File: config.mk
export PLATFORM = sky130hd
export DESIGN_NAME = inst_buffer_flat
export DESIGN_NICKNAME = d
export VERILOG_FILES = /design/src/rtl/inst_buffer_pkg.sv /design/src/rtl/inst_buffer_if.sv /design/src/rtl/inst_buffer_mem.sv /design/src/rtl/inst_buffer.sv /design/src/flat_wrapper.sv
export SDC_FILE = /design/constraint.sdc
export NUM_CORES = 1
export LEC_CHECK = 0
export CAP_MARGIN = 10
export CORE_ASPECT_RATIO = 1.5
export CORE_MARGIN = 8
export CORE_UTILIZATION = 24
export CTS_CLUSTER_SIZE = 10
export DETAILED_ROUTE_END_ITERATION = 8
export GPL_ROUTABILITY_DRIVEN = 0
export GPL_TIMING_DRIVEN = 0
export PLACE_DENSITY_LB_ADDON = 0.3
export SYNTH_ARGS = -nofsm -noshare
export SYNTH_HDL_FRONTEND = slang
export SYNTH_SLANG_ARGS = --single-unit
export TNS_END_PERCENT = 20
File: constraint.sdc
create_clock -name clk -period 7.75 [get_ports clk]
set_input_delay 1.55 -clock clk [delete_from_list [all_inputs] [get_ports clk]]
set_output_delay 1.55 -clock clk [all_outputs]
set_load 0.005 [all_outputs]
File: src/rtl/inst_buffer_pkg.sv
// Shared widths, entry type and default depth for the fetch/decode instruction buffer.
package inst_buffer_pkg;

    localparam int unsigned InstAddrWidth = 32;
    localparam int unsigned InstWidth     = 32;
    localparam int unsigned InstBufDepth  = 8;

    typedef logic [InstAddrWidth-1:0] inst_addr_t;
    typedef logic [InstWidth-1:0]     inst_t;
    typedef logic [31:0]              reg_t;

    typedef struct packed {
        inst_addr_t pc;
        inst_t      inst;
    } inst_entry_t;

endpackage

File: src/rtl/inst_buffer_if.sv
// Fetch-side and decode-side handshake bundle of the instruction buffer.
interface inst_buffer_if;
    import inst_buffer_pkg::*;

    logic       flush;
    logic       in_valid_1;
    inst_addr_t in_pc_1;
    inst_t      in_inst_1;
    logic       in_valid_2;
    inst_addr_t in_pc_2;
    inst_t      in_inst_2;
    logic       stall_o;
    logic       issue_1;
    logic       issue_2;
    logic       out_valid_1;
    inst_addr_t out_pc_1;
    inst_t      out_inst_1;
    logic       out_valid_2;
    inst_addr_t out_pc_2;
    inst_t      out_inst_2;

    modport master (
        output flush, in_valid_1, in_pc_1, in_inst_1, in_valid_2, in_pc_2, in_inst_2,
        output issue_1, issue_2,
        input  stall_o, out_valid_1, out_pc_1, out_inst_1, out_valid_2, out_pc_2, out_inst_2
    );

    modport slave (
        input  flush, in_valid_1, in_pc_1, in_inst_1, in_valid_2, in_pc_2, in_inst_2,
        input  issue_1, issue_2,
        output stall_o, out_valid_1, out_pc_1, out_inst_1, out_valid_2, out_pc_2, out_inst_2
    );

endinterface

File: src/rtl/inst_buffer_mem.sv
// DEPTH-entry {pc, inst} register array: two write ports, two asynchronous read ports, no reset.
module inst_buffer_mem
    import inst_buffer_pkg::*;
#(
    parameter int unsigned DEPTH = InstBufDepth,
    parameter int unsigned AW    = $clog2(DEPTH)
) (
    input  logic          clk,
    input  logic          we_1,
    input  logic [AW-1:0] waddr_1,
    input  inst_entry_t   wdata_1,
    input  logic          we_2,
    input  logic [AW-1:0] waddr_2,
    input  inst_entry_t   wdata_2,
    input  logic [AW-1:0] raddr_1,
    input  logic [AW-1:0] raddr_2,
    output inst_entry_t   rdata_1,
    output inst_entry_t   rdata_2
);

    inst_entry_t mem [DEPTH];

    // Write addresses are always consecutive, so the two ports never collide.
    always_ff @(posedge clk) begin
        if (we_1) mem[waddr_1] <= wdata_1;
        if (we_2) mem[waddr_2] <= wdata_2;
    end

    assign rdata_1 = mem[raddr_1];
    assign rdata_2 = mem[raddr_2];

endmodule

File: src/rtl/inst_buffer.sv
// Dual-slot instruction buffer between fetch and dual-issue decode: up to two
// writes and two retirements per cycle, back-pressure via stall_o, flush discards all.
module inst_buffer
    import inst_buffer_pkg::*;
#(
    parameter int unsigned DEPTH = InstBufDepth
) (
    input logic         clk,
    input logic         rst,
    inst_buffer_if.slave bus
);

    localparam int unsigned AW = $clog2(DEPTH);
    localparam int unsigned CW = AW + 1;

    logic [AW-1:0] head;
    logic [AW-1:0] tail;
    logic [CW-1:0] count;
    logic [1:0]    wr;
    logic [1:0]    rd;
    inst_entry_t   rdata_1;
    inst_entry_t   rdata_2;
    logic          valid_1;
    logic          valid_2;

    assign bus.stall_o = (count > CW'(DEPTH - 2));

    always_comb begin
        wr = 2'd0;
        if (!bus.stall_o && !bus.flush && bus.in_valid_1) begin
            wr = bus.in_valid_2 ? 2'd2 : 2'd1;
        end
    end

    always_comb begin
        rd = 2'd0;
        if (bus.issue_1 && bus.issue_2 && (count >= CW'(2))) begin
            rd = 2'd2;
        end else if (bus.issue_1 && (count >= CW'(1))) begin
            rd = 2'd1;
        end
    end

    always_ff @(posedge clk or posedge rst) begin
        if (rst) begin
            head  <= '0;
            tail  <= '0;
            count <= '0;
        end else if (bus.flush) begin
            head  <= '0;
            tail  <= '0;
            count <= '0;
        end else begin
            head  <= head + AW'(rd);
            tail  <= tail + AW'(wr);
            count <= count + CW'(wr) - CW'(rd);
        end
    end

    inst_buffer_mem #(
        .DEPTH (DEPTH),
        .AW    (AW)
    ) u_mem (
        .clk     (clk),
        .we_1    (wr != 2'd0),
        .waddr_1 (tail),
        .wdata_1 ('{pc: bus.in_pc_1, inst: bus.in_inst_1}),
        .we_2    (wr == 2'd2),
        .waddr_2 (tail + AW'(1)),
        .wdata_2 ('{pc: bus.in_pc_2, inst: bus.in_inst_2}),
        .raddr_1 (head),
        .raddr_2 (head + AW'(1)),
        .rdata_1 (rdata_1),
        .rdata_2 (rdata_2)
    );

    // Outputs come only from stored entries; empty slots read as zero.
    assign valid_1 = (count >= CW'(1));
    assign valid_2 = (count >= CW'(2));

    assign bus.out_valid_1 = valid_1;
    assign bus.out_pc_1    = valid_1 ? rdata_1.pc   : '0;
    assign bus.out_inst_1  = valid_1 ? rdata_1.inst : '0;
    assign bus.out_valid_2 = valid_2;
    assign bus.out_pc_2    = valid_2 ? rdata_2.pc   : '0;
    assign bus.out_inst_2  = valid_2 ? rdata_2.inst : '0;

endmodule

File: src/flat_wrapper.sv
// flat-port wrapper written by rule: the top's interface ports become plain ports
module inst_buffer_flat import inst_buffer_pkg::*;
#(
    parameter int unsigned DEPTH = InstBufDepth
)
  (clk, rst, bus_flush, bus_in_valid_1, bus_in_pc_1, bus_in_inst_1, bus_in_valid_2, bus_in_pc_2, bus_in_inst_2, bus_issue_1, bus_issue_2, bus_stall_o, bus_out_valid_1, bus_out_pc_1, bus_out_inst_1, bus_out_valid_2, bus_out_pc_2, bus_out_inst_2);
  inst_buffer_if bus_i ();
  input logic clk;
  input logic rst;
  input wire logic [$bits(bus_i.flush)-1:0] bus_flush;
  input wire logic [$bits(bus_i.in_valid_1)-1:0] bus_in_valid_1;
  input wire logic [$bits(bus_i.in_pc_1)-1:0] bus_in_pc_1;
  input wire logic [$bits(bus_i.in_inst_1)-1:0] bus_in_inst_1;
  input wire logic [$bits(bus_i.in_valid_2)-1:0] bus_in_valid_2;
  input wire logic [$bits(bus_i.in_pc_2)-1:0] bus_in_pc_2;
  input wire logic [$bits(bus_i.in_inst_2)-1:0] bus_in_inst_2;
  input wire logic [$bits(bus_i.issue_1)-1:0] bus_issue_1;
  input wire logic [$bits(bus_i.issue_2)-1:0] bus_issue_2;
  output wire logic [$bits(bus_i.stall_o)-1:0] bus_stall_o;
  output wire logic [$bits(bus_i.out_valid_1)-1:0] bus_out_valid_1;
  output wire logic [$bits(bus_i.out_pc_1)-1:0] bus_out_pc_1;
  output wire logic [$bits(bus_i.out_inst_1)-1:0] bus_out_inst_1;
  output wire logic [$bits(bus_i.out_valid_2)-1:0] bus_out_valid_2;
  output wire logic [$bits(bus_i.out_pc_2)-1:0] bus_out_pc_2;
  output wire logic [$bits(bus_i.out_inst_2)-1:0] bus_out_inst_2;
  assign bus_i.flush = bus_flush;
  assign bus_i.in_valid_1 = bus_in_valid_1;
  assign bus_i.in_pc_1 = bus_in_pc_1;
  assign bus_i.in_inst_1 = bus_in_inst_1;
  assign bus_i.in_valid_2 = bus_in_valid_2;
  assign bus_i.in_pc_2 = bus_in_pc_2;
  assign bus_i.in_inst_2 = bus_in_inst_2;
  assign bus_i.issue_1 = bus_issue_1;
  assign bus_i.issue_2 = bus_issue_2;
  assign bus_stall_o = bus_i.stall_o;
  assign bus_out_valid_1 = bus_i.out_valid_1;
  assign bus_out_pc_1 = bus_i.out_pc_1;
  assign bus_out_inst_1 = bus_i.out_inst_1;
  assign bus_out_valid_2 = bus_i.out_valid_2;
  assign bus_out_pc_2 = bus_i.out_pc_2;
  assign bus_out_inst_2 = bus_i.out_inst_2;
  inst_buffer #(.DEPTH(DEPTH)) u_core (.clk(clk), .rst(rst), .bus(bus_i));
endmodule
Word-level counts from Yosys, hierarchy flattened
Memories as Yosys holds them, arrays and structs flattened.
Cells that the tools add are included.
- bits in registers: 10
- memory bits (writable): 512
- memories: 1
- $lt $le $gt $ge: 3
- multiplexer cells: 15
- reductions and logical operators: 8
- equality and inequality tests: 1
- add/sub/neg operators: 6
- memories (name ; words ; width ; read ports ; clocked after memory_dff ; wr ports ; RTL line ; source):
    u_core.u_mem.mem ; 8 ; 64 ; 2 ; 0 ; 2 ; inst_buffer_mem.sv:21 ; inst_entry_t mem [DEPTH];
- operators by type and width (operator ; count):
    32-bit 2-to-1 mux ; 4
    3-bit by 1-bit adder with 3-bit output (second input constant) ; 2
    3-bit by 2-bit adder with 3-bit output ; 2
    2-bit 2-to-1 mux ; 3
    3-bit 2-to-1 mux ; 2
    1-bit logical AND ; 5
    1-bit 2-to-1 mux ; 5
    4-bit by 2-bit adder with 4-bit output ; 1
    4-bit by 1-bit greater-or-equal comparator with 1-bit output (second input constant) ; 1
    4-bit by 2-bit greater-or-equal comparator with 1-bit output (second input constant) ; 1
    4-bit by 3-bit greater-than comparator with 1-bit output (second input constant) ; 1
    4-bit 2-to-1 mux ; 1
    4-bit by 2-bit subtractor with 4-bit output ; 1
    2-bit == test (second input constant) ; 1
    1-bit zero test ; 2
    2-bit nonzero test ; 1

Depth between registers and ports, before layout
Gate-level depths: netlist of run 1.
- depth after elaboration: 8
- mapped depth: 15

Hierarchy
Synthesis of run 1 repeated with hierarchy kept, for this count alone.
- cell total of the unflattened synthesis: 1773
- area, all modules: 30950.9 µm²
- by module, submodules not included (module ; sequential area each (µm²) ; area each (µm²) ; times used ; cells each):
    inst_buffer_mem ; 15374.7 ; 29309.4 ; 1 ; 1557
    inst_buffer ; 250.2 ; 1641.6 ; 1 ; 216

Worst setup path before layout of run 1
Ideal clock, no wire load.
- path kind: in2reg
- from: input port bus_in_valid_1
- to: memory u_core.u_mem.mem[1][0] in the netlist's numbering (enable)
- arrival: 5160 ps
- data required time: 7243 ps
- path slack: 2083 ps
- cell stages on the path: 4
- buffers on the path: 1
- cells stage by stage: nor2b_1 > nand3_2 > buf_2 > a21oi_1
- RTL lines (what ; RTL line ; source):
    from (decl) ; flat_wrapper.sv:11 ; input wire logic [$bits(bus_i.in_valid_1)-1:0] bus_in_valid_1;
    to (decl) ; inst_buffer_mem.sv:21 ;

Final worst setup path of run 1
- from: register u_core.head[0]
- to: output port bus_out_pc_2[19]
- word-level cells in the longest chain between the ends: 3
- ends and longest elaborated chain (what ; RTL line ; source):
    from (decl) ; inst_buffer.sv:16 ; logic [AW-1:0] head;
    from (signal assigned) ; inst_buffer.sv:54 ; head <= head + AW'(rd);
    3-bit by 1-bit adder with 3-bit output ; inst_buffer.sv:72 ; .raddr_2 (head + AW'(1)),
    memory 8 x 64 bit ; -- ;
    32-bit 2-to-1 mux ; inst_buffer.sv:85 ; assign bus.out_pc_2 = valid_2 ? rdata_2.pc : '0;
    to (decl) ; flat_wrapper.sv:24 ; output wire logic [$bits(bus_i.out_pc_2)-1:0] bus_out_pc_2;
Every way passes these cells.

==> results of run 1 <==
-- state kept, by name, indices dropped and copies added, names as in the netlist --
name and count:
u_core.head 3, u_core.u_mem.mem 512, u_core.tail 3, u_core.count 4
-- worst max-delay path, delay by kind of cell (launching register included) --
kind | cells | cell delay, ps
simple gates | 1 | 60
mux | 1 | 280
flops | 1 | 430
buf+inv | 5 | 2230
compound gates | 1 | 520
-- cells in the mapped netlist, types with 5 or more instances --
cell type  number
ha_1           11
nand2_1       136
a21oi_1        70
nand3_2         5
nor2_1         79
mux4_2        256
buf_4           7
buf_2          86
edfxtp_1      512
mux2i_1        64
mux2_2        425
nor2b_1         6
clkbuf_1       41
buf_1           7
buf_6           6
mux2_1         87
inv_1          14
dfrtp_1        10
-- power by group --
group          leakage (nW)  internal, mW  switching [mW]
clock network         0.815          1.42            1.17
logic                  6.28          2.67            2.89
registers              4.76          3.22          0.0519
-- layer usage --
layer / routed length (µm) / global-route usage, % / up-vias
li1: - / - / 8268
met2: 59300 / 28.9 / 687
met1: 44300 / 18.7 / 10400
met4: 3860 / 5.60 / 32
met3: 7700 / 3.94 / 215
met5: 198 / 0 / -
-- area by class of cell --
type / count / area, µm² / share of cell area (%)
buffer: 147 / 731 / 1.94
antenna: 15 / 37.5 / 0.0999
sequential: 522 / 15600 / 41.6
tap: 1610 / 2010 / 5.36
inverter: 14 / 52.6 / 0.140
multi-input combinational: 1174 / 14000 / 37.2
timing repair buffer: 301 / 3480 / 9.26
clock inverter: 10 / 97.6 / 0.260
clock buffer: 76 / 1580 / 4.21
-- cells by family (layout without fill, tap and decap cells) --
logic type               Yosys count  count (layout)  share of synthesized area (%)
multiplexers                     832             832                           40.2
adder cells (fa/ha/maj)           15              15                          0.719
other                              0              15                              0
XOR/XNOR                           8               8                          0.281
buffers and inverters            161             548                           2.59
AO/OA/AOI/OAI                     78              78                           1.37
AND/OR/NAND/NOR                  241             241                           3.29
flip-flops                       522             522                           51.6
-- cells in the final DEF, fill, tap and decap left out, types with 3 or more instances in the layout --
cell             synthesis  layout
buf_4                    7       7
a21oi_1                 70      68
clkdlybuf4s50_1          0     265
buf_12                   0      15
fa_1                     4       4
nor2b_1                  6       6
clkinv_1                 0       6
inv_1                   14      14
mux2_2                 425     425
ha_1                    11      11
buf_8                    0       4
mux2i_1                 64      64
nor2_1                  79      73
buf_2                   86      86
diode_2                  0      15
buf_16                   0      17
buf_1                    7       7
edfxtp_1               512     512
xnor2_1                  4       3
clkbuf_16                0      60
nand3_2                  5       5
and3_1                   4       4
buf_6                    6       6
mux4_2                 256     256
dfrtp_1                 10      10
mux2_1                  87      87
nor2_4                   2       8
clkbuf_1                41      55
nand2_1                136     136
-- worst max path at each step --
| stage | end | slack, ps | cells after the start |
|---|---|---|---|
| global placement | u_core.u_mem.mem[1][39]$_DFFE_PP_ | -3440 | 5 |
| detailed placement | bus_out_pc_2[19] | 2550 | 8 |
| finish | bus_out_pc_2[19] | 2020 | 8 |
| CTS | bus_out_pc_2[19] | 1830 | 8 |
| global route | bus_out_pc_2[30] | 1700 | 7 |
| floorplan | u_core.u_mem.mem[1][0]$_DFFE_PP_ | 2080 | 4 |
==> results_dict.tcl, run 1 <==
set metrics [dict create \
    vias 19600 \
    yosysWarnings 0 \
    worstReg2RegStart "u_core.tail[1]$_DFF_PP0_" \
    postCtsSetupBuffers 0 \
    cts-hold-fix-buffers 0 \
    cap_violations 0 \
    crit_chain "clkbuf_1, buf_2, buf_2, buf_2, mux4_2, nand2_1, a21oi_1, clkdlybuf4s50_1" \
    hold_viol_final 0 \
    clock-sinks 522 \
    regToRegEndpoint "u_core.u_mem.mem[1][8]$_DFFE_PP_" \
    timing.critical_path.slowest_stage_cell "clkdlybuf4s50_1" \
    hold_ws_ps 756 \
    period_minus_slack_ps 5730 \
    hold_start "u_core.head[0]$_DFF_PP0_" \
    crit_path_frequent_cell "buf_2" \
    startpoint "u_core.head[0]$_DFF_PP0_" \
    start_util_pct 24.2 \
    syn_nets 2007 \
    portBuffers 265 \
    grt_max_degree 21 \
    yosysSeqAreaShare_pct 51.6 \
    drt_pass1_iterations 5 \
    max-vdd-ir-drop_mv 0.182 \
    core_region_area_um2 125000 \
    placed_cell_area_um2 35900 \
    crit_fanout 10 \
    final_cell_area_um2 37600 \
    outcome "finished clean" \
    antenna_found_initial 35 \
    worstPathArrival_ps 4180 \
    synth_top_area_cell "edfxtp_1" \
    dieArea_um2 138000 \
    fmax_mhz 174 \
    grt_pass1_wl_um 161000 \
    drv_slew 0 \
    slowest_delay_ps 620 \
    nets 2370 \
    ant_nets 0 \
    synth-seq-cells 522 \
    pre_cts_slack_ps 2550 \
    timing.critical_path.required_ps 6200 \
    synth_area_um2 30300 \
    wl_per_cell_um 29.8 \
    instances_no_fill 3869 \
    rows 159 \
    synth_top_area_share_pct 50.8 \
    cellPowerDensity_nw_per_um2 303 \
    critPathKind "reg -> out" \
    first_iter_violations 1552 \
    holdPathEnd "u_core.head[0]$_DFF_PP0_" \
    tns_ps 0 \
    min_path_cells 2 \
    synth_ff_type "edfxtp_1" \
    cts_resized 0 \
    n_fill_cell 12400 \
    root_buffer "clkbuf_16" \
    placed_cells 3768 \
    fp.dieW_um 306 \
    reg2reg_slack_ps 4700 \
    cts_buffers 60 \
    yosysUniqueCellTypes 37 \
    relSlewSlack_pct 26.5 \
    grt_overflow 0 \
    io_pins 266 \
    syn_inst 1857 \
    die_y_um 451 \
    hold_path.class "reg -> reg" \
    finalSetupViolCount 0 \
    cts_buffer_depth 3 \
    grt_usage_pct 16.1 \
    async_flop_share_pct 1.92 \
    cts-htree-levels 2 \
    vias_per_cell 5.06 \
    reg2reg_depth 6 \
    final_layout_size_suffix_gt1_share_pct 40.2 \
    rsz0062_at_grt "false" \
    worstSkewPairLatency_ps 670 \
    grt_pass1_vias 21300 \
    route.detailed.drc 0 \
    area_growth_pct 24.1 \
    cp-start-kind "flip-flop" \
    power_mw 11.4 \
    cts_tree "yes" \
    syn_area_per_cell_um2 16.3 \
    wl_um 115000 \
    finalWorstSetupSlack_ps 2020 \
    p_leak_nw 11.9 \
    hpwlAfterDp_um 82500 \
    min_period_over_period_pct 74.0 \
    synth_edf_count 512 \
    final_util_pct 30.0 \
    ys_top_cells_by_area "edfxtp_1 (51%), mux4_2 (19%), mux2_2 (16%)" \
    path_clk_slew_ps 60 \
    end_kind "primary output" \
    worstMarginPinSlew_ps 1100 \
    skew_ps 30.7 \
]
Power figures use the tool's default switching activity.
==> run 2, diff against run 1 <==
==> constraint.sdc (replaced) <==
create_clock -name clk -period 5.16 [get_ports clk]
set_input_delay 1.032 -clock clk [delete_from_list [all_inputs] [get_ports clk]]
set_output_delay 1.032 -clock clk [all_outputs]
set_load 0.005 [all_outputs]
==> run 2 against run 1 <==
Sequential power up 50%. Final area barely moved. Register-to-register slack lost 2600 ps. Clock skew fell by 1.5 ps. Largest cell class unchanged. Sequential share of layout area about the same. Sequential cell count unchanged. Wire length is essentially flat. Cell count unchanged. Via count barely moved.
==> results_dict.tcl, run 2 (synthesis results as in run 1) <==
set metrics [dict create \
    outcome "finished clean" \
    final_cell_area_um2 37600 \
    cts_buffer_depth 3 \
    nets 2370 \
    period_minus_slack_ps 4960 \
    finalWorstSetupSlack_ps 199 \
    grt_usage_pct 16.1 \
    grt_max_degree 21 \
    timing.critical_path.required_ps 4130 \
    multiInputGateArea_um2 14000 \
    min_period_over_period_pct 96.1 \
    start_util_pct 24.2 \
    antenna_found_initial 35 \
    route.detailed.drc 0 \
    rows 159 \
    grt_pass1_wl_um 161000 \
    postCtsSetupBuffers 0 \
    p_leak_nw 11.9 \
    cts-htree-levels 2 \
    power_frac_comb_pct 48.7 \
    hold_path.class "in -> async" \
    cellPowerDensity_nw_per_um2 456 \
    io_pins 266 \
    crit_fanout 10 \
    ant_nets 0 \
    first_iter_violations 1663 \
    cts_buffers 60 \
    finalSetupViolCount 0 \
    hpwlAfterDp_um 82500 \
    n_fill_cell 12400 \
    power.internal_mw 11.0 \
    path_clk_slew_ps 60 \
    placed_cell_area_um2 35900 \
    cp-start-kind "flip-flop" \
    critPathKind "reg -> out" \
    dieArea_um2 138000 \
    cts_tree "yes" \
    p_sw_share_pct 36.0 \
    largest_register_ffs 512 \
    crit_path_frequent_cell "buf_2" \
    die_y_um 451 \
    clock-sinks 522 \
    ff_latch_area_um2 15600 \
    root_buffer "clkbuf_16" \
    area_growth_pct 24.1 \
    max-vdd-ir-drop_mv 0.271 \
    fp.dieW_um 306 \
    p_sw_mw 6.17 \
    worstMarginPinSlew_ps 1060 \
    wl_per_cell_um 29.8 \
    drv_slew 0 \
    drt_pass1_iterations 7 \
    power.share.clock_pct 22.6 \
    layout_common_cells "edfxtp_1 (512), mux2_2 (425), clkdlybuf4s50_1 (265)" \
    seq_power_share_pct 28.7 \
    final_layout_size_suffix_gt1_share_pct 40.5 \
    largestRegisters "u_core.u_mem.mem: 512 flops, u_core.count: 4 flops" \
    timing.critical_path.slowest_stage_cell "clkdlybuf4s50_1" \
    final_util_pct 30.0 \
    relSlewSlack_pct 29.4 \
    crit_chain "clkbuf_1, buf_4, buf_2, buf_2, mux4_2, nand2_1, a21oi_1, clkdlybuf4s50_1" \
    end_kind "primary output" \
    vias 19600 \
    skew_ps 29.2 \
    pre_cts_slack_ps 475 \
    worstSkewPairLatency_ps 660 \
    vias_per_cell 5.07 \
    cap_violations 0 \
    fmax_mhz 202 \
    wl_um 115000 \
    grt_overflow 0 \
    core_region_area_um2 125000 \
    top_register "u_core.u_mem.mem" \
    slowest_delay_ps 640 \
    grt_pass1_vias 21300 \
    portBuffers 265 \
    worstPathArrival_ps 3930 \
    mostFrequentLayoutCell "edfxtp_1" \
    rsz0062_at_grt "false" \
    hold_viol_final 0 \
]
run 2: area by class of cell:
type	instances	share of cell area [%]
diodes	15	0.0998
plain buffers	147	1.97
clock buffers	76	4.21
clock inverters	10	0.260
inverters	14	0.140
multi-input cells	1174	37.2
flip-flops and latches	522	41.6
well taps	1610	5.36
repair buffers	301	9.26
run 2: layer usage:
metal / vias up / global-route usage, % / share of wire, %
met5: - / 0 / 0.17
met4: 32 / 5.60 / 3.4
met3: 216 / 3.94 / 6.7
met2: 682 / 28.9 / 51
met1: 10400 / 18.7 / 38
li1: 8247 / - / -
run 2: timing repair:
item	CTS	global route
resized for setup	6	4
cloned	0	0
endpoints found under the setup margin	27	7
hold buffers	0	0
run 2: final timing paths:
path / slack (ps) / start / depth (start not counted) / end
setup / recovery: 200 / u_core.head[0]$_DFF_PP0_ / 8 / bus_out_pc_2[0]
hold reg to reg: 750 / u_core.tail[0]$_DFF_PP0_ / 2 / u_core.tail[0]$_DFF_PP0_
max in group asynchronous: 4090 / rst / 2 / u_core.head[1]$_DFF_PP0_
hold / removal: 750 / rst / 2 / u_core.tail[1]$_DFF_PP0_
min in group clk: 750 / u_core.tail[0]$_DFF_PP0_ / 2 / u_core.tail[0]$_DFF_PP0_
setup reg to reg: 2100 / u_core.count[3]$_DFF_PP0_ / 8 / u_core.u_mem.mem[1][8]$_DFFE_PP_
run 2: per-stage QoR:
step	setup TNS [ps]	hold slack (ps)	power (mW)	std cells
floorplan	0	612	9.41	1857
global placement	-2323210	671	13.4	3732
detailed placement	0	722	13.6	3768
CTS	0	730	17.5	3854
global route	0	758	18.0	3858
finish	0	746	17.2	3869
run 2: power groups by stage:
stage / sequential (mW) / clock (mW) / combinational, mW
3_3_place_gp: 5.03 / 0 / 8.40
3_5_place_dp: 5.00 / 0 / 8.55
5_1_grt: 4.92 / 4.08 / 8.95
2_1_floorplan: 4.98 / 0 / 4.43
4_1_cts: 4.91 / 3.97 / 8.60
6_report: 4.91 / 3.88 / 8.36
run 2: critical path: cells and delay by family, from the launching register on:
family	cells	cell delay (ps)
buf+inv	5	1990
compound gates	1	500
mux	1	280
flops	1	440
simple gates	1	50
